===== src/rtl/smart_lock_pkg.sv =====
// Shared types and sizing helpers for the multi-digit PIN lock controller.
package smart_lock_pkg;

    typedef enum logic [2:0] {
        ST_ENTRY,
        ST_CHECK,
        ST_OPEN,
        ST_CHG_NEW,
        ST_CHG_CONF,
        ST_LOCKOUT
    } state_t;

    localparam int unsigned DEF_DIGIT_W    = 4;
    localparam int unsigned DEF_NUM_DIGITS = 4;
    localparam int unsigned PIN_W          = DEF_DIGIT_W * DEF_NUM_DIGITS;
    localparam logic [PIN_W-1:0] DEF_PIN   = 16'h1234;

    // Bits needed to hold values 0..n (at least one bit).
    function automatic int unsigned cnt_w(input int unsigned n);
        return (n < 1) ? 1 : $clog2(n + 1);
    endfunction

    function automatic int unsigned max_u(input int unsigned a, input int unsigned b);
        return (a > b) ? a : b;
    endfunction

endpackage


===== src/rtl/lock_timer.sv =====
// Loadable down-counter; expired_c pulses on the last counted cycle after a load.
module lock_timer #(
    parameter int unsigned W = 20
) (
    input  logic         clk,
    input  logic         rst,
    input  logic         load,
    input  logic [W-1:0] value,
    output logic         expired_c
);

    logic [W-1:0] count;
    logic         running;

    always_ff @(posedge clk or posedge rst) begin
        if (rst) begin
            count   <= '0;
            running <= 1'b0;
        end else if (load) begin
            count   <= value;
            running <= 1'b1;
        end else if (running) begin
            if (count == '0) begin
                running <= 1'b0;
            end else begin
                count <= count - W'(1);
            end
        end
    end

    assign expired_c = running && (count == '0);

endmodule


===== src/rtl/smart_lock_ctrl.sv =====
// Multi-digit PIN lock: entry check, timed unlock, PIN change with confirmation,
// timed lockout after repeated failures and a sticky alarm on repeated lockouts.
module smart_lock_ctrl
    import smart_lock_pkg::*;
#(
    parameter int unsigned DIGIT_W        = DEF_DIGIT_W,
    parameter int unsigned NUM_DIGITS     = DEF_NUM_DIGITS,
    parameter int unsigned MAX_TRIES      = 3,
    parameter int unsigned LOCKOUT_CYCLES = 1000000,
    parameter int unsigned UNLOCK_CYCLES  = 500000,
    parameter int unsigned ALARM_LOCKOUTS = 2,
    parameter logic [DIGIT_W*NUM_DIGITS-1:0] DEFAULT_PIN = DEF_PIN
) (
    input  logic                              clk,
    input  logic                              rst,
    input  logic [DIGIT_W-1:0]                digit_in,
    input  logic                              digit_vld,
    input  logic                              enter,
    input  logic                              clear,
    input  logic                              chg_req,
    output logic                              unlocked,
    output logic                              chg_mode,
    output logic                              lockout,
    output logic                              alarm,
    output logic                              chg_done,
    output logic                              chg_err,
    output logic [$clog2(MAX_TRIES+1)-1:0]    fail_cnt,
    output logic [$clog2(NUM_DIGITS+1)-1:0]   entry_cnt
);

    localparam int unsigned PW = DIGIT_W * NUM_DIGITS;
    localparam int unsigned FW = $clog2(MAX_TRIES + 1);
    localparam int unsigned CW = $clog2(NUM_DIGITS + 1);
    localparam int unsigned SW = cnt_w(ALARM_LOCKOUTS);
    localparam int unsigned TW = cnt_w(max_u(LOCKOUT_CYCLES, UNLOCK_CYCLES));

    state_t          state, state_n;
    logic [PW-1:0]   pin_q, buf_q, cand_q;
    logic [SW-1:0]   streak;
    logic            match_q;
    logic            full_c, tmr_exp_c;
    logic            buf_clr, buf_shift, chk_latch, cand_ld, pin_st;
    logic            fail_inc, fail_clr, streak_inc, streak_clr;
    logic            tmr_load;
    logic [TW-1:0]   tmr_val;
    logic            unlocked_n, chg_mode_n, lockout_n, chg_done_n, chg_err_n;

    assign full_c = (entry_cnt == CW'(NUM_DIGITS));

    lock_timer #(.W(TW)) u_timer (
        .clk       (clk),
        .rst       (rst),
        .load      (tmr_load),
        .value     (tmr_val),
        .expired_c (tmr_exp_c)
    );

    always_ff @(posedge clk or posedge rst) begin
        if (rst) state <= ST_ENTRY;
        else     state <= state_n;
    end

    // Next state and datapath controls; clear > enter > digit inside the buffer states.
    always_comb begin
        state_n    = state;
        buf_clr    = 1'b0;
        buf_shift  = 1'b0;
        chk_latch  = 1'b0;
        cand_ld    = 1'b0;
        pin_st     = 1'b0;
        fail_inc   = 1'b0;
        fail_clr   = 1'b0;
        streak_inc = 1'b0;
        streak_clr = 1'b0;
        tmr_load   = 1'b0;
        tmr_val    = '0;
        chg_done_n = 1'b0;
        chg_err_n  = 1'b0;
        unique case (state)
            ST_ENTRY: begin
                if (clear) begin
                    buf_clr = 1'b1;
                end else if (enter) begin
                    buf_clr   = 1'b1;
                    chk_latch = 1'b1;
                    state_n   = ST_CHECK;
                end else if (digit_vld && !full_c) begin
                    buf_shift = 1'b1;
                end
            end
            ST_CHECK: begin
                tmr_load = 1'b1;
                if (match_q) begin
                    fail_clr   = 1'b1;
                    streak_clr = 1'b1;
                    tmr_val    = TW'(UNLOCK_CYCLES - 1);
                    state_n    = ST_OPEN;
                end else if (fail_cnt == FW'(MAX_TRIES - 1)) begin
                    fail_inc   = 1'b1;
                    streak_inc = 1'b1;
                    tmr_val    = TW'(LOCKOUT_CYCLES - 1);
                    state_n    = ST_LOCKOUT;
                end else begin
                    fail_inc = 1'b1;
                    state_n  = ST_ENTRY;
                end
            end
            ST_OPEN: begin
                if (enter)          state_n = ST_ENTRY;
                else if (chg_req)   state_n = ST_CHG_NEW;
                else if (tmr_exp_c) state_n = ST_ENTRY;
            end
            ST_CHG_NEW: begin
                if (clear) begin
                    buf_clr = 1'b1;
                    state_n = ST_ENTRY;
                end else if (enter) begin
                    buf_clr = 1'b1;
                    cand_ld = full_c;
                    state_n = full_c ? ST_CHG_CONF : ST_ENTRY;
                end else if (digit_vld && !full_c) begin
                    buf_shift = 1'b1;
                end
            end
            ST_CHG_CONF: begin
                if (clear) begin
                    buf_clr = 1'b1;
                    state_n = ST_ENTRY;
                end else if (enter) begin
                    buf_clr = 1'b1;
                    state_n = ST_ENTRY;
                    if (full_c && (buf_q == cand_q)) begin
                        pin_st     = 1'b1;
                        chg_done_n = 1'b1;
                    end else begin
                        chg_err_n = 1'b1;
                    end
                end else if (digit_vld && !full_c) begin
                    buf_shift = 1'b1;
                end
            end
            ST_LOCKOUT: begin
                if (tmr_exp_c) begin
                    fail_clr = 1'b1;
                    state_n  = ST_ENTRY;
                end
            end
            default: state_n = ST_ENTRY;
        endcase
        unlocked_n = (state_n == ST_OPEN);
        chg_mode_n = (state_n == ST_CHG_NEW) || (state_n == ST_CHG_CONF);
        lockout_n  = (state_n == ST_LOCKOUT);
    end

    always_ff @(posedge clk or posedge rst) begin
        if (rst) begin
            pin_q     <= DEFAULT_PIN;
            buf_q     <= '0;
            cand_q    <= '0;
            entry_cnt <= '0;
            match_q   <= 1'b0;
            fail_cnt  <= '0;
            streak    <= '0;
            alarm     <= 1'b0;
            unlocked  <= 1'b0;
            chg_mode  <= 1'b0;
            lockout   <= 1'b0;
            chg_done  <= 1'b0;
            chg_err   <= 1'b0;
        end else begin
            unlocked <= unlocked_n;
            chg_mode <= chg_mode_n;
            lockout  <= lockout_n;
            chg_done <= chg_done_n;
            chg_err  <= chg_err_n;
            if (buf_clr) begin
                buf_q     <= '0;
                entry_cnt <= '0;
            end else if (buf_shift) begin
                buf_q     <= (buf_q << DIGIT_W) | PW'(digit_in);
                entry_cnt <= entry_cnt + CW'(1);
            end
            // Compare is captured at enter because the buffer is cleared on the same edge.
            if (chk_latch) match_q <= full_c && (buf_q == pin_q);
            if (cand_ld)   cand_q  <= buf_q;
            if (pin_st)    pin_q   <= cand_q;
            if (fail_clr)      fail_cnt <= '0;
            else if (fail_inc) fail_cnt <= fail_cnt + FW'(1);
            if (streak_clr) begin
                streak <= '0;
            end else if (streak_inc && (streak != SW'(ALARM_LOCKOUTS))) begin
                streak <= streak + SW'(1);
            end
            if (streak_inc && (streak >= SW'(ALARM_LOCKOUTS - 1))) alarm <= 1'b1;
        end
    end

endmodule


===== config.mk =====
export PLATFORM = sky130hd
export DESIGN_NAME = smart_lock_ctrl
export DESIGN_NICKNAME = d
export VERILOG_FILES = /design/src/rtl/smart_lock_pkg.sv /design/src/rtl/lock_timer.sv /design/src/rtl/smart_lock_ctrl.sv
export SDC_FILE = /design/constraint.sdc
export NUM_CORES = 1
export LEC_CHECK = 0
export CORE_MARGIN = 5
export CORE_UTILIZATION = 55
export CTS_CLUSTER_DIAMETER = 80
export DETAILED_ROUTE_END_ITERATION = 16
export DONT_BUFFER_PORTS = 1
export PLACE_DENSITY = 0.76
export SYNTH_ARGS = -nofsm -noshare
export SYNTH_HDL_FRONTEND = slang
export SYNTH_SLANG_ARGS = --single-unit

===== constraint.sdc =====
create_clock -name clk -period 4.1 [get_ports clk]
set_clock_uncertainty 0.05 [all_clocks]
set_input_delay 1.23 -clock clk [delete_from_list [all_inputs] [get_ports clk]]
set_output_delay 1.23 -clock clk [all_outputs]
set_load 0.02 [all_outputs]

Word level (Yosys, flattened, before mapping)
Index checks and enable logic that the tools add are counted.

Add/subtract/negate cells: 4. Order comparisons: 1. Equality and inequality tests: 15. Muxes and demuxes: 60. Bitwise gates (word level): 1. Reduce and logical (&&, ||, !) cells: 16.

Operators with widths (number): $mux W20 (6); $mux W3 (14); $eq A16 B16 Y1 (2); $mux W1 (32); $mux W16 (2); $logic_not A20 Y1 (1); $sub A20 B1 Y20 const B (1); $pmux W3 S6 (1); $or A16 B4 Y16 (1); $eq A3 B3 Y1 const B (5); $eq A3 B2 Y1 const B (4); $mux W2 (4); $reduce_bool A2 Y1 (4); $logic_and A1 B1 Y1 (6); $add A2 B1 Y2 const B (2); $ne A2 B2 Y1 const B (2); $add A3 B1 Y3 const B (1); $eq A3 B1 Y1 const B (1); $logic_not A3 Y1 (1); $reduce_or A3 Y1 (1); $eq A2 B2 Y1 const B (1); $ge A2 B1 Y1 const B (1); $pmux W1 S2 (1); $reduce_and A2 Y1 (1); 2 further kinds (2).

Register bits after elaboration: 86. Bits of input ports: 10. Output and inout port bits: 11.

Logic depth before layout (Yosys ltp)
Gate-level depths: netlist of run 1.

Depth after elaboration: 9. Depth in mapped cells: 8. Mapped depth without buffers: 7.

Modules after synthesis
A second synthesis of run 1 with hierarchy kept.

Cell total of the unflattened synthesis: 415. Area total of the unflattened synthesis: 4494.3 um^2.

By module, submodules not included: smart_lock_ctrl (instances 1, cells each 243, area an instance 3065.4 um^2); lock_timer (instances 1, cells each 172, area an instance 1428.9 um^2).

Worst setup path after synthesis of run 1
OpenSTA, ideal clock, no wires.

Kind: input to register. Start: input port clear. End: register cand_q[0]. Library setup time: 125 ps. Arrival time: 2571 ps. Data required time: 3925 ps. Setup slack: 1354 ps. Stages: 4. Cell sequence: clkbuf_1 > nor4_2 > buf_2 > mux2_2.

Cells in the longest elaborated chain, start to end: 2.

Ends and longest elaborated chain: from (decl) (RTL line smart_lock_ctrl.sv:19) `input logic clear,`; $mux W1 (RTL line smart_lock_ctrl.sv:114) `if (clear) begin`; $mux W1 (RTL line smart_lock_ctrl.sv:79) `unique case (state)`; to (signal assigned) (RTL line smart_lock_ctrl.sv:185) `if (cand_ld) cand_q <= buf_q;`; to (decl) (RTL line smart_lock_ctrl.sv:38) `logic [PW-1:0] pin_q, buf_q, cand_q;`.

No other way between the ends. A chain may end at the register's enable or synchronous reset.

Final worst setup path of run 1
Start: input port enter. End: register pin_q[3].

Cells in the longest elaborated chain, start to end: 3.

Ends and longest elaborated chain: from (decl) (RTL line smart_lock_ctrl.sv:18) `input logic enter,`; $mux W1 (RTL line smart_lock_ctrl.sv:129) `end else if (enter) begin`; $mux W1 (RTL line smart_lock_ctrl.sv:126) `if (clear) begin`; $mux W1 (RTL line smart_lock_ctrl.sv:79); to (signal assigned) (RTL line smart_lock_ctrl.sv:186) `if (pin_st) pin_q <= cand_q;`; to (decl) (RTL line smart_lock_ctrl.sv:38).

No other way between the ends.

==> results of run 1 <==
power by group through the flow:
| stage | clock [mW] | sequential [mW] | combinational, mW |
|---|---|---|---|
| final | 0.711 | 1.17 | 0.689 |
| after floorplan | 0 | 1.14 | 0.565 |
| after global placement | 0 | 1.18 | 0.661 |
| after detailed placement | 0 | 1.19 | 0.680 |
| after CTS | 0.730 | 1.17 | 0.687 |
| after global routing | 0.772 | 1.20 | 0.766 |
registers in the layout (all words and copies together), names as in the netlist, 2 cells and up:
name,count
pin_q,16
streak,2
buf_q,16
u_timer.count,20
state,3
fail_cnt,2
entry_cnt,3
cand_q,16
area by class of cell:
cell class                      count  area share, %
Clock inverter                      5          2.308
Timing Repair Buffer                5         0.8052
Sequential cell                    86          46.30
Clock buffer                       10          2.952
Tap cell                          102          2.738
Inverter                           16          1.315
Multi-Input combinational cell    272          43.59
logic make-up (layout without fill, tap and decap cells):
family                     Yosys count  after routing
and+or+nand+nor                    113            113
DFF                                 86             86
AOI/OAI and AO/OA                   55             55
muxes                               51             51
xor gates and xnor gates            46             46
buffers and inverters               29             36
adders and majority gates            7              7
worst max path at each step:
stage	slack, ns	to
floorplan	0.61	alarm
global placement	1.20	pin_q[1]
detailed placement	1.13	pin_q[8]
CTS	1.49	pin_q[8]
global route	1.34	pin_q[3]
finish	1.48	pin_q[3]
routing by layer:
metal	vias to the layer above	wire length [µm]	track usage, %
met5	-	0	0
met1	1505	3667	24.06
met2	75	4514	31.41
met3	14	316	4.143
met4	0	129	7.248
li1	1394	-	-
metrics by stage:
stage | area, µm² | setup WS, ns | hold slack (ns) | instances | util [%]
3_5_place_dp | 4417 | 1.131 | 0.4404 | 481 | 57.45
5_1_grt | 4662 | 1.341 | 0.4753 | 496 | 60.64
3_3_place_gp | 4417 | 1.195 | 0.4229 | 481 | 57.45
2_1_floorplan | 4297 | 0.6064 | 0.4005 | 387 | -
6_report | 4662 | 1.479 | 0.4582 | 496 | 60.64
4_1_cts | 4662 | 1.495 | 0.4562 | 496 | 60.64
cells in the mapped netlist (all sizes together) (8+ instances only):
cell type	count
dfrtp	81
nor2	42
mux2	34
xnor2	25
xor2	21
mux2i	17
inv	16
a21oi	13
nor3	11
nand4	10
o21ai	10
clkbuf	8
nand2	8
nor4	8
==> flow_metrics.tcl, run 1 <==
set metrics [dict create \
    crit_start "enter" \
    worst_slew_pin_slew_ns 0.9930 \
    synth_edf_count 0 \
    multi_input_area_um2 2032 \
    ys_seq_area_share_pct 50.23 \
    grt_max_degree 53 \
    n_antenna_cell 0 \
    die_h_um 98.39 \
    syn-mean-instance-area_um2 11.10 \
    grt_pass1_wl_mm 14.93 \
    drv_slew 0 \
    hp-class "register to register" \
    r2r_start "entry_cnt[0]" \
    crit_buf_inv 1 \
    start_kind "input pin" \
    clk_latency_ns 0.34 \
    post_cts_buffers 0 \
    worst-setup-path-type "input pin to register" \
    netlist_area_um2 4297 \
    wirelength_mm 8.627 \
    htreeDepth 3 \
    synth_mux_area_share_pct 12.87 \
    max_slew_margin_pct 33.56 \
    r2r_end "pin_q[3]" \
    ys_types 53 \
    final_layout_size_suffix_gt1_share_pct 18.27 \
    rr_worst_depth 6 \
    slowest_delay_ns 0.70 \
    wl_per_cell_um 17.39 \
    route.detailed.drc 0 \
    synthToLayoutAreaGrowth_pct 8.503 \
    final_nets 407 \
    arrival_ns 2.80 \
    ant_nets 0 \
    place_hpwl_mm 5.936 \
    synth_top_family_by_area "simple AND/OR/NAND/NOR gates" \
    status "complete, no violations" \
    critical-path-top-delay-family "simple AND/OR/NAND/NOR gates" \
    cp-end-kind "register" \
    synth_top_area_cell "dfrtp_1" \
    setup_viol 0 \
    swShare_pct 33.91 \
    worstPathRequired_ns 4.27 \
    final_common_cell "dfrtp_1" \
    synth_fp_nets 404 \
    hold_path_depth 1 \
    critPathMaxFanout 17 \
    p_int_mw 1.702 \
    io-pin-count 21 \
    cts_resized 0 \
    viasPerCell 6.024 \
    cts-root-buf "clkbuf_8" \
    synthArstFlopShare_pct 100.0 \
    antenna_found_initial 0 \
    cp.depth 5 \
    ff2ff_setup_slack_ns 1.54 \
    core_area_um2 7687 \
    finalCritPeriodShare_pct 63.93 \
    synth_adder_area_share_pct 2.038 \
    row_count 32 \
    fillers 617 \
    die_area_um2 9680 \
    gp_congestion 0.8632 \
    yosysWarnings 0 \
    max_freq_ghz 0.3815 \
    p_total_mw 2.575 \
    holdPathEnd "streak[0]" \
    synth.area.top_cells "dfrtp_1 47%, mux2_2 8.9%, xnor2_1 5.1%" \
    grt_pass1_vias 3027 \
    hold_start "streak[0]" \
    hold_violations 0 \
    power_density_nw_per_um2 552.4 \
    synth-seq-cells 86 \
    die_width_um 98.39 \
    p_switching_uw 873.1 \
    cts_buffers 9 \
    setup_tns_ns 0 \
    synth_top_area_share_pct 47.18 \
    dr.pass1.iters 4 \
    seq_area_um2 2158 \
    p_comb_share_pct 26.8 \
    io_buffers 0 \
    rsz0062_at_grt "no" \
    cts_hold_buf 0 \
    grt_use_total_pct 18.86 \
    drt_iter0_markers 149 \
    synth-simple-area-share_pct 14.36 \
    clock_path_buffers 2 \
    synth-xor-area-share_pct 9.377 \
    final_cell_mix "81 x dfrtp_1, 42 x nor2_1, 34 x mux2_2" \
    ir_drop_mv 0.2862 \
    timing.max_cap.violations 0 \
    power_frac_seq_pct 45.6 \
    start_util_pct 55.89 \
    cp_slowest_cell "nand3b_1" \
    synth_compound_area_share_pct 8.445 \
    cts_tree "done" \
    p_leak_nw 2.226 \
    path_cells "inv_1 > nor2_1 > nand3_1 > nand3b_1 > mux2_2" \
    grt-ovfl-total 0 \
    clkSlewWorstSetupHoldPaths_ns 0.08 \
    fin_crit_ns 2.621 \
    cts_sinks 86 \
    ys.flop_type "dfrtp_1" \
    synthCells 387 \
    vias 2988 \
    p_clk_share_pct 27.6 \
]
(Power assumes the default switching activity.)
==> inputs of run 2 (changes only) <==
--- a/config.mk
+++ b/config.mk
@@ -10,7 +10,7 @@
 export CTS_CLUSTER_DIAMETER = 80
 export DETAILED_ROUTE_END_ITERATION = 16
 export DONT_BUFFER_PORTS = 1
-export PLACE_DENSITY = 0.76
+export PLACE_DENSITY = 0.79
 export SYNTH_ARGS = -nofsm -noshare
 export SYNTH_HDL_FRONTEND = slang
 export SYNTH_SLANG_ARGS = --single-unit
==> constraint.sdc (replaced) <==
create_clock -name clk -period 2.4 [get_ports clk]
set_clock_uncertainty 0.05 [all_clocks]
set_input_delay 0.72 -clock clk [delete_from_list [all_inputs] [get_ports clk]]
set_output_delay 0.72 -clock clk [all_outputs]
set_load 0.02 [all_outputs]
==> run 2 against run 1 <==
Compared with the run above:
- register-to-register slack worse by 1.3 ns
- cell count increased by 2.0%
- combinational power rose by 80%
- critical path type is now register to register
- largest cell class unchanged
==> flow_metrics.tcl, run 2 (synthesis gave the netlist of run 1 again) <==
set metrics [dict create \
    grt_use_total_pct 19.62 \
    finalCritPeriodShare_pct 91.06 \
    worst_slew_pin_slew_ns 0.6677 \
    grt_pass1_vias 3112 \
    htreeDepth 3 \
    io-pin-count 21 \
    antenna_found_initial 0 \
    setup_viol 0 \
    worstPathRequired_ns 2.58 \
    cts_sinks 86 \
    worst-setup-path-type "register to register" \
    critPathMaxFanout 7 \
    place_area_um2 4499 \
    seq_area_um2 2158 \
    final_common_cell "dfrtp_1" \
    power_density_nw_per_um2 915.2 \
    io_buffers 0 \
    final_cell_mix "81 x dfrtp_1, 42 x nor2_1, 34 x mux2_2" \
    final_layout_size_suffix_gt1_share_pct 20.79 \
    clk_latency_ns 0.36 \
    drv_slew 0 \
    cts_tree "done" \
    final_nets 416 \
    arrival_ns 2.37 \
    crit_buf_inv 0 \
    path_cells "nor3_1 > nand4b_1 > or4_1 > a41oi_1 > o22ai_1" \
    hold_violations 0 \
    row_count 32 \
    grt_max_degree 43 \
    grt_pass1_wl_mm 15.32 \
    synthToLayoutAreaGrowth_pct 9.784 \
    p_leak_nw 2.250 \
    cp_slowest_cell "or4_1" \
    final_area_um2 4717 \
    regMostFlops "u_timer.count" \
    core_area_um2 7687 \
    fillers 645 \
    vias 2924 \
    dr.pass1.iters 4 \
    grt-ovfl-total 0 \
    max_slew_margin_pct 55.39 \
    timing.max_cap.violations 0 \
    multi_input_area_um2 2044 \
    status "complete, no violations" \
    start_kind "register" \
    n_antenna_cell 0 \
    fin_crit_ns 2.186 \
    cts_hold_buf 0 \
    wirelength_mm 8.763 \
    drt_iter0_markers 153 \
    viasPerCell 5.779 \
    critical-path-top-delay-family "simple AND/OR/NAND/NOR gates" \
    cts-root-buf "clkbuf_8" \
    max_freq_ghz 0.4576 \
    route.detailed.drc 0 \
    die_h_um 98.39 \
    setup_tns_ns 0 \
    cts_buffers 9 \
    slowest_delay_ns 0.57 \
    start_util_pct 55.89 \
    die_area_um2 9680 \
    gp_congestion 0.9582 \
    rsz0062_at_grt "no" \
    die_width_um 98.39 \
    largest_reg_flops 20 \
    ir_drop_mv 0.4525 \
    ant_nets 0 \
    clkSlewWorstSetupHoldPaths_ns 0.09 \
    cts_resized 0 \
    clock_path_buffers 2 \
    post_cts_buffers 0 \
    cp-end-kind "register" \
    place_hpwl_mm 6.243 \
    hp-class "input pin to asynchronous set/reset pin" \
    wl_per_cell_um 17.32 \
]
## run 2: cell types whose count changed in the layout (fill, tap and decap cells not counted), moves of 2 or more
cell	previous run	this run
buf_4	5	13
clkinvlp_4	0	3
bufinv_16	3	1
clkinv_4	2	0
inv_6	0	2
## run 2: layer usage
metal | GRT usage [%] | wire [µm] | vias up
met2 | 33.13 | 4508 | 51
met1 | 24.73 | 3785 | 1459
met5 | 0 | 0 | -
li1 | - | - | 1404
met3 | 4.857 | 359 | 10
met4 | 6.513 | 110 | 0
## run 2: path summary, 6_finish.rpt
| kind | cells past startpoint | to | slack, ns | start |
|---|---|---|---|---|
| hold / removal | 1 | u_timer.running | 0.27 | rst |
| max in group asynchronous | 2 | pin_q[4] | 1.36 | rst |
| setup / recovery | 5 | chg_mode | 0.21 | u_timer.count[16] |
| min in group clk | 1 | chg_mode | 0.40 | clear |
| hold reg to reg | 1 | streak[0] | 0.43 | streak[0] |
| setup reg to reg | 5 | chg_mode | 0.21 | u_timer.count[16] |
## run 2: cell type report
class                           count  share of cell area [%]
Sequential cell                    86                   45.76
Multi-Input combinational cell    272                   43.34
Clock buffer                       10                   2.918
Tap cell                          102                   2.706
Timing Repair Buffer               14                   2.493
Clock inverter                      6                   1.432
Inverter                           16                   1.353
## run 2: metrics by stage
stage,power [mW],util [%],setup WS (ns),instances,hold slack [ns]
global placement,3.215,58.53,0.2414,490,0.4229
global route,4.605,61.36,0.01197,506,0.2982
floorplan,2.913,-,0.1638,387,0.4005
finish,4.317,61.36,0.2144,506,0.2685
detailed placement,3.267,58.53,0.1326,490,0.4214
CTS,4.326,61.20,0.1030,506,0.2800
## run 2: report_power, final
part           leakage (nW)  total, mW  internal, mW  switching (mW)
sequential             1.13       2.02          1.67           0.349
combinational          1.02       1.24         0.566           0.678
clock                0.0993       1.05         0.515           0.534
total                  2.25       4.32          2.76            1.56
==> inputs of run 3 (changes only) <==
--- a/config.mk
+++ b/config.mk
@@ -8,6 +8,7 @@
 export CORE_MARGIN = 5
 export CORE_UTILIZATION = 55
 export CTS_CLUSTER_DIAMETER = 80
+export CTS_CLUSTER_SIZE = 28
 export DETAILED_ROUTE_END_ITERATION = 16
 export DONT_BUFFER_PORTS = 1
 export PLACE_DENSITY = 0.79
==> results of run 3 <==
Same layout as run 2: the final DEF is identical, and so are final timing and power.
